File: src/rtl/aa_tile_fetch.sv
`default_nettype none
//============================================================================
// Module   : aa_tile_fetch
// Brief    : Sprite tile-attribute fetch stage. Reads the two SCB1 words of
//            a tile (tile number LSBs, then attributes), substitutes the low
//            2 or 3 tile bits with a per-frame snapshot of the
//            auto-animation count when requested, and presents the result
//            downstream over a valid/ready handshake.
// Revision : 1.0 - initial release
//============================================================================
module aa_tile_fetch (
  input  logic        CLK,
  input  logic        RESETP,
  input  logic [2:0]  AA_COUNT,
  input  logic        AA_DISABLE,
  input  logic        FRAME_START,
  input  logic        FETCH_REQ,
  input  logic [14:0] TILE_BASE,
  output logic        FETCH_BUSY,
  output logic        VRAM_RD,
  output logic [14:0] VRAM_ADDR,
  input  logic        VRAM_ACK,
  input  logic [15:0] VRAM_DATA,
  input  logic        LINE_ABORT,
  output logic        TILE_VALID,
  input  logic        TILE_READY,
  output logic [19:0] TILE_NUM,
  output logic [7:0]  TILE_PAL,
  output logic        TILE_HFLIP,
  output logic        TILE_VFLIP
);

  typedef enum logic [1:0] {
    ST_IDLE  = 2'd0,
    ST_RD_LO = 2'd1,
    ST_RD_HI = 2'd2,
    ST_OUT   = 2'd3
  } state_t;

  state_t      r_state;
  state_t      w_state_nxt;

  // Word-pair base; bit 0 is always zero so only the upper bits are kept.
  logic [14:1] r_base;
  logic [15:0] r_tile_lo;
  logic [2:0]  r_aa_snap;

  logic        r_vram_rd;
  logic [14:0] r_vram_addr;
  logic        r_fetch_busy;
  logic        r_tile_valid;
  logic [19:0] r_tile_num;
  logic [7:0]  r_tile_pal;
  logic        r_tile_hflip;
  logic        r_tile_vflip;

  logic        w_accept;
  logic        w_lo_done;
  logic        w_hi_done;
  logic [14:0] w_addr_nxt;
  logic [19:0] w_tile_raw;
  logic [19:0] w_tile_dec;
  logic        w_aa3_en;
  logic        w_aa2_en;

  // The tile base always addresses an even word, so its LSB carries no data.
  logic        w_unused;
  assign w_unused = TILE_BASE[0];

  // Next-state decode; an abort overrides every other transition and
  // swallows any request, ack or ready arriving in the same cycle.
  always_comb begin
    w_state_nxt = r_state;
    w_accept    = 1'b0;
    w_lo_done   = 1'b0;
    w_hi_done   = 1'b0;
    if (LINE_ABORT) begin
      w_state_nxt = ST_IDLE;
    end else begin
      case (r_state)
        ST_IDLE: begin
          if (FETCH_REQ) begin
            w_accept    = 1'b1;
            w_state_nxt = ST_RD_LO;
          end
        end
        ST_RD_LO: begin
          if (VRAM_ACK) begin
            w_lo_done   = 1'b1;
            w_state_nxt = ST_RD_HI;
          end
        end
        ST_RD_HI: begin
          if (VRAM_ACK) begin
            w_hi_done   = 1'b1;
            w_state_nxt = ST_OUT;
          end
        end
        ST_OUT: begin
          if (TILE_READY) begin
            w_state_nxt = ST_IDLE;
          end
        end
        default: begin
          w_state_nxt = ST_IDLE;
        end
      endcase
    end
  end

  // Read address for the coming cycle: even word on accept, odd word once
  // the low word lands, otherwise hold (the address is left as-is in IDLE).
  always_comb begin
    w_addr_nxt = r_vram_addr;
    if (w_accept) begin
      w_addr_nxt = {TILE_BASE[14:1], 1'b0};
    end else if (w_lo_done) begin
      w_addr_nxt = {r_base, 1'b1};
    end
  end

  // Attribute word decode. The snapshot used is the pre-edge value, so a
  // FRAME_START coinciding with the attribute ack only affects later tiles.
  assign w_tile_raw = {VRAM_DATA[7:4], r_tile_lo};
  assign w_aa3_en   = !AA_DISABLE && VRAM_DATA[3];
  assign w_aa2_en   = !AA_DISABLE && VRAM_DATA[2];

  // Auto-animation substitution; the 3-bit mode wins over the 2-bit mode.
  always_comb begin
    w_tile_dec = w_tile_raw;
    if (w_aa3_en) begin
      w_tile_dec[2:0] = r_aa_snap;
    end else if (w_aa2_en) begin
      w_tile_dec[1:0] = r_aa_snap[1:0];
    end
  end

  // State register.
  always_ff @(posedge CLK or negedge RESETP) begin
    if (!RESETP) begin
      r_state <= ST_IDLE;
    end else begin
      r_state <= w_state_nxt;
    end
  end

  // Fetch context: word-pair base on accept, tile number LSBs on first ack.
  always_ff @(posedge CLK or negedge RESETP) begin
    if (!RESETP) begin
      r_base    <= '0;
      r_tile_lo <= '0;
    end else begin
      if (w_accept) begin
        r_base <= TILE_BASE[14:1];
      end
      if (w_lo_done) begin
        r_tile_lo <= VRAM_DATA;
      end
    end
  end

  // Per-frame auto-animation snapshot, loaded regardless of fetch state.
  always_ff @(posedge CLK or negedge RESETP) begin
    if (!RESETP) begin
      r_aa_snap <= '0;
    end else if (FRAME_START) begin
      r_aa_snap <= AA_COUNT;
    end
  end

  // Registered handshake/address outputs, derived from the next state.
  always_ff @(posedge CLK or negedge RESETP) begin
    if (!RESETP) begin
      r_vram_rd    <= 1'b0;
      r_vram_addr  <= '0;
      r_fetch_busy <= 1'b0;
      r_tile_valid <= 1'b0;
    end else begin
      r_vram_rd    <= (w_state_nxt == ST_RD_LO) || (w_state_nxt == ST_RD_HI);
      r_vram_addr  <= w_addr_nxt;
      r_fetch_busy <= (w_state_nxt != ST_IDLE);
      r_tile_valid <= (w_state_nxt == ST_OUT);
    end
  end

  // Result registers: loaded only on the attribute ack, held otherwise.
  always_ff @(posedge CLK or negedge RESETP) begin
    if (!RESETP) begin
      r_tile_num   <= '0;
      r_tile_pal   <= '0;
      r_tile_hflip <= 1'b0;
      r_tile_vflip <= 1'b0;
    end else if (w_hi_done) begin
      r_tile_num   <= w_tile_dec;
      r_tile_pal   <= VRAM_DATA[15:8];
      r_tile_hflip <= VRAM_DATA[0];
      r_tile_vflip <= VRAM_DATA[1];
    end
  end

  assign FETCH_BUSY = r_fetch_busy;
  assign VRAM_RD    = r_vram_rd;
  assign VRAM_ADDR  = r_vram_addr;
  assign TILE_VALID = r_tile_valid;
  assign TILE_NUM   = r_tile_num;
  assign TILE_PAL   = r_tile_pal;
  assign TILE_HFLIP = r_tile_hflip;
  assign TILE_VFLIP = r_tile_vflip;

endmodule
`default_nettype wire

File: config.mk
export PLATFORM = sky130hd
export DESIGN_NAME = aa_tile_fetch
export DESIGN_NICKNAME = d
export VERILOG_FILES = /design/src/rtl/aa_tile_fetch.sv
export SDC_FILE = /design/constraint.sdc
export NUM_CORES = 1
export LEC_CHECK = 0
export ABC_AREA = 1
export CELL_PAD_IN_SITES_DETAIL_PLACEMENT = 1
export CELL_PAD_IN_SITES_GLOBAL_PLACEMENT = 1
export CORE_MARGIN = 2
export CORE_UTILIZATION = 39
export DETAILED_ROUTE_END_ITERATION = 12
export GPL_TIMING_DRIVEN = 0
export PLACE_DENSITY_LB_ADDON = 0.1
export SETUP_SLACK_MARGIN = 0.1
export SKIP_LAST_GASP = 1
export SLEW_MARGIN = 20
export SYNTH_ARGS = -nofsm -noshare
export SYNTH_HDL_FRONTEND = slang
export SYNTH_SLANG_ARGS = --single-unit
export TNS_END_PERCENT = 5
File: constraint.sdc
create_clock -name CLK -period 3.9 [get_ports CLK]
set_clock_uncertainty 0.05 [all_clocks]
set_input_delay 0.585 -clock CLK [delete_from_list [all_inputs] [get_ports CLK]]
set_output_delay 0.585 -clock CLK [all_outputs]
set_load 0.1 [all_outputs]
==> flow_metrics.env <==
export IMPL_post_cts_repair_setup_buffers=0
export IMPL_outcome="finished clean"
export IMPL_core_area_mm2=0.00881
export IMPL_detailed_place_area_mm2=0.00462
export IMPL_syn2layout_area_growth_pct=33.4
export IMPL_path_clk_slew_ns=0.08
export IMPL_power_leakage_nw=2.44
export IMPL_crit_fanout=2
export IMPL_max_cap_viol_count=0
export IMPL_timing_final_max_slew_violations=0
export IMPL_cts_made_buffers=9
export IMPL_die_area_mm2=0.00997
export IMPL_mostFrequentLayoutCells="nand2_1, clkdlybuf4s50_1, dfrtp_1, inv_1, nand3_1"
export IMPL_post_cts_resized=0
export IMPL_clkSinkCount=83
export IMPL_post_synth_num_cell_types=23
export IMPL_irDropWorstVdd_v=0.000321
export IMPL_root_buffer="clkbuf_8"
export IMPL_die_width_um=99.8
export IMPL_power_density_mw_per_mm2=729
export IMPL_postSynthCellCount=390
export IMPL_fp_row_count=34
export IMPL_drive_gt1_frac=0.112
export IMPL_max_slew_margin_rel=0.318
export IMPL_num_vias=2828
export IMPL_wl_per_cell_um=14.6
export IMPL_cts_root_to_sink_buffers=2
export IMPL_worstPathArrival_ns=1.88
export IMPL_setup_worst_path_end_class="output port"
export IMPL_placed_cells=587
export IMPL_multi_input_area_mm2=0.00112
export IMPL_setup_worst_path_class="flip-flop to output port"
export IMPL_first_global_vias=3096
export IMPL_post_synth_cell_area_avg_um2=9.19
export IMPL_route_antenna_remaining_nets=0
export IMPL_yosysTopAreaCellShare=0.580
export IMPL_io_buffer_count=88
export IMPL_slowest_stage="clkdlybuf4s50_1"
export IMPL_finalInstanceArea_mm2=0.00478
export IMPL_yosys_warnings=0
export IMPL_drt_via_density=4.71
export IMPL_mostFrequentLayoutCell="nand2_1"
export IMPL_critical_path_top_delay_family="buffers and inverters"
export IMPL_share_of_the_clock_period_used_by_the_worst_path_after_layout=0.646
export IMPL_grt_setup_unrepaired="no"
export IMPL_postSynthRegisterBits=83
export IMPL_seqCellArea_mm2=0.00208
export IMPL_synth_seq_area_share=0.580
export IMPL_worstSetupStartpointType="flip-flop"
export IMPL_pin_count=90
export IMPL_grt_start_max_net_pins=57
export IMPL_final_fill_count=1029
export IMPL_synth_net_count=434
export IMPL_detail_route_iter0_violations=62
export IMPL_grt_antenna_before_repair=0
export IMPL_grt_pass1_wl_mm=15.1
export IMPL_hold_buffers=0
export IMPL_design_final_nets=534
export IMPL_syn_cell_area_mm2=0.00358
export IMPL_instances_no_fill=600
export IMPL_antenna_cells_inserted=0
export IMPL_globalplace_congestion=0.720
export IMPL_hold_path_class="input pin to async pin"
export IMPL_clk_insertion_delay_late_ns=0.34
export IMPL_tritoncts="built"
export IMPL_wl_mm=8.75
export IMPL_synthTopCellsByArea="dfrtp_1, nand2_1, nand3_1"
export IMPL_initial_utilization=0.407
export IMPL_detailedPlacementHpwl_mm=6.26
export IMPL_fin_crit_ns=2.52
export IMPL_crit_buf_inv=1
export IMPL_number_of_hold_violations_in_the_final_report=0
export IMPL_gr_usage_all_layers=0.191
export IMPL_overflow=0
export IMPL_worst_slew_pin_slew_ns=1.02
export IMPL_required_ns=3.26
export IMPL_critical_path_cell_chain="clkdlybuf4s50_1"
export IMPL_max_freq_mhz=397
export IMPL_firstDrtPassIters=4
export IMPL_cts_htree_levels=3
export IMPL_yosysTopAreaCell="dfrtp_1"
export IMPL_fp_dieH_um=99.8
export IMPL_setup_viol=0
export IMPL_detail_route_drc_violations=0
export IMPL_critical_path_max_stage_delay_ns=1.15
==> cell usage after synthesis (all sizes together) <==
library cell	n
and2	14
a21oi	1
dfrtp	83
o21ai	35
o221ai	1
buf	16
nor2	7
ha	2
clkinv	1
inv	59
nand3	48
nand2	123
==> area by class of cell <==
class	instances	area share
Multi-Input combinational cell	231	0.235
Clock inverter	3	0.00367
Clock buffer	10	0.0288
Inverter	60	0.0482
Sequential cell	83	0.435
Tap cell	108	0.0283
Buffer	16	0.0319
Timing Repair Buffer	89	0.190
==> metrics by stage <==
step	TNS (ns)	utilization	worst slack [ns]	hold WS (ns)	total power, mW
floorplan	0	-	2.37	0.239	2.52
global placement	-74.26	0.522	-0.900	0.400	2.94
detailed placement	0	0.525	1.74	0.407	2.97
CTS	0	0.543	1.37	0.120	3.52
global route	0	0.543	1.33	0.117	3.65
finish	0	0.543	1.38	0.114	3.48
==> layer usage <==
metal	vias to the layer above	part of all wire	GRT usage
li1	1394	-	-
met1	1358	0.44	0.248
met2	66	0.50	0.327
met3	10	0.040	0.0369
met4	0	0.012	0.0569
met5	-	0	0
==> state kept, by name (all words and copies together), names as in the netlist <==
register    cells
r_tile_lo      16
r_state         2
TILE_PAL        8
TILE_VFLIP      1
r_base         14
TILE_HFLIP      1
TILE_VALID      1
FETCH_BUSY      1
r_aa_snap       3
VRAM_ADDR      15
VRAM_RD         1
TILE_NUM       20
==> power by group <==
part / total, mW / leakage (nW) / internal (mW) / switching (mW)
Clock: 0.533 / 0.0799 / 0.236 / 0.296
Sequential: 1.20 / 1.03 / 1.08 / 0.115
Combinational: 1.75 / 1.34 / 0.415 / 1.34
Total: 3.48 / 2.44 / 1.73 / 1.75
==> cells by family (layout without fill, tap and decap cells) <==
group / count (synthesis) / in the layout / share of synthesized area
and+or+nand+nor: 192 / 192 / 0.239
DFF: 83 / 83 / 0.580
buffers and inverters: 76 / 178 / 0.107
adders and majority gates: 2 / 2 / 0.00698
AOI/OAI and AO/OA: 37 / 37 / 0.0674
==> path summary, 6_finish.rpt <==
path	start	endpoint	slack, ns	depth (start not counted)
max in group asynchronous	RESETP	r_tile_lo[6]$_DFFE_PN0P_	3.08	2
setup / recovery	VRAM_ADDR[8]$_DFFE_PN0P_	VRAM_ADDR[8]	1.38	1
min in group CLK	r_tile_lo[12]$_DFFE_PN0P_	TILE_NUM[12]$_DFFE_PN0P_	0.42	2
setup reg to reg	r_state[1]$_DFF_PN0_	TILE_VALID$_DFF_PN0_	2.28	6
hold reg to reg	r_tile_lo[12]$_DFFE_PN0P_	TILE_NUM[12]$_DFFE_PN0P_	0.42	2
hold / removal	RESETP	TILE_PAL[5]$_DFFE_PN0P_	0.11	1
(Power assumes the default switching activity.)
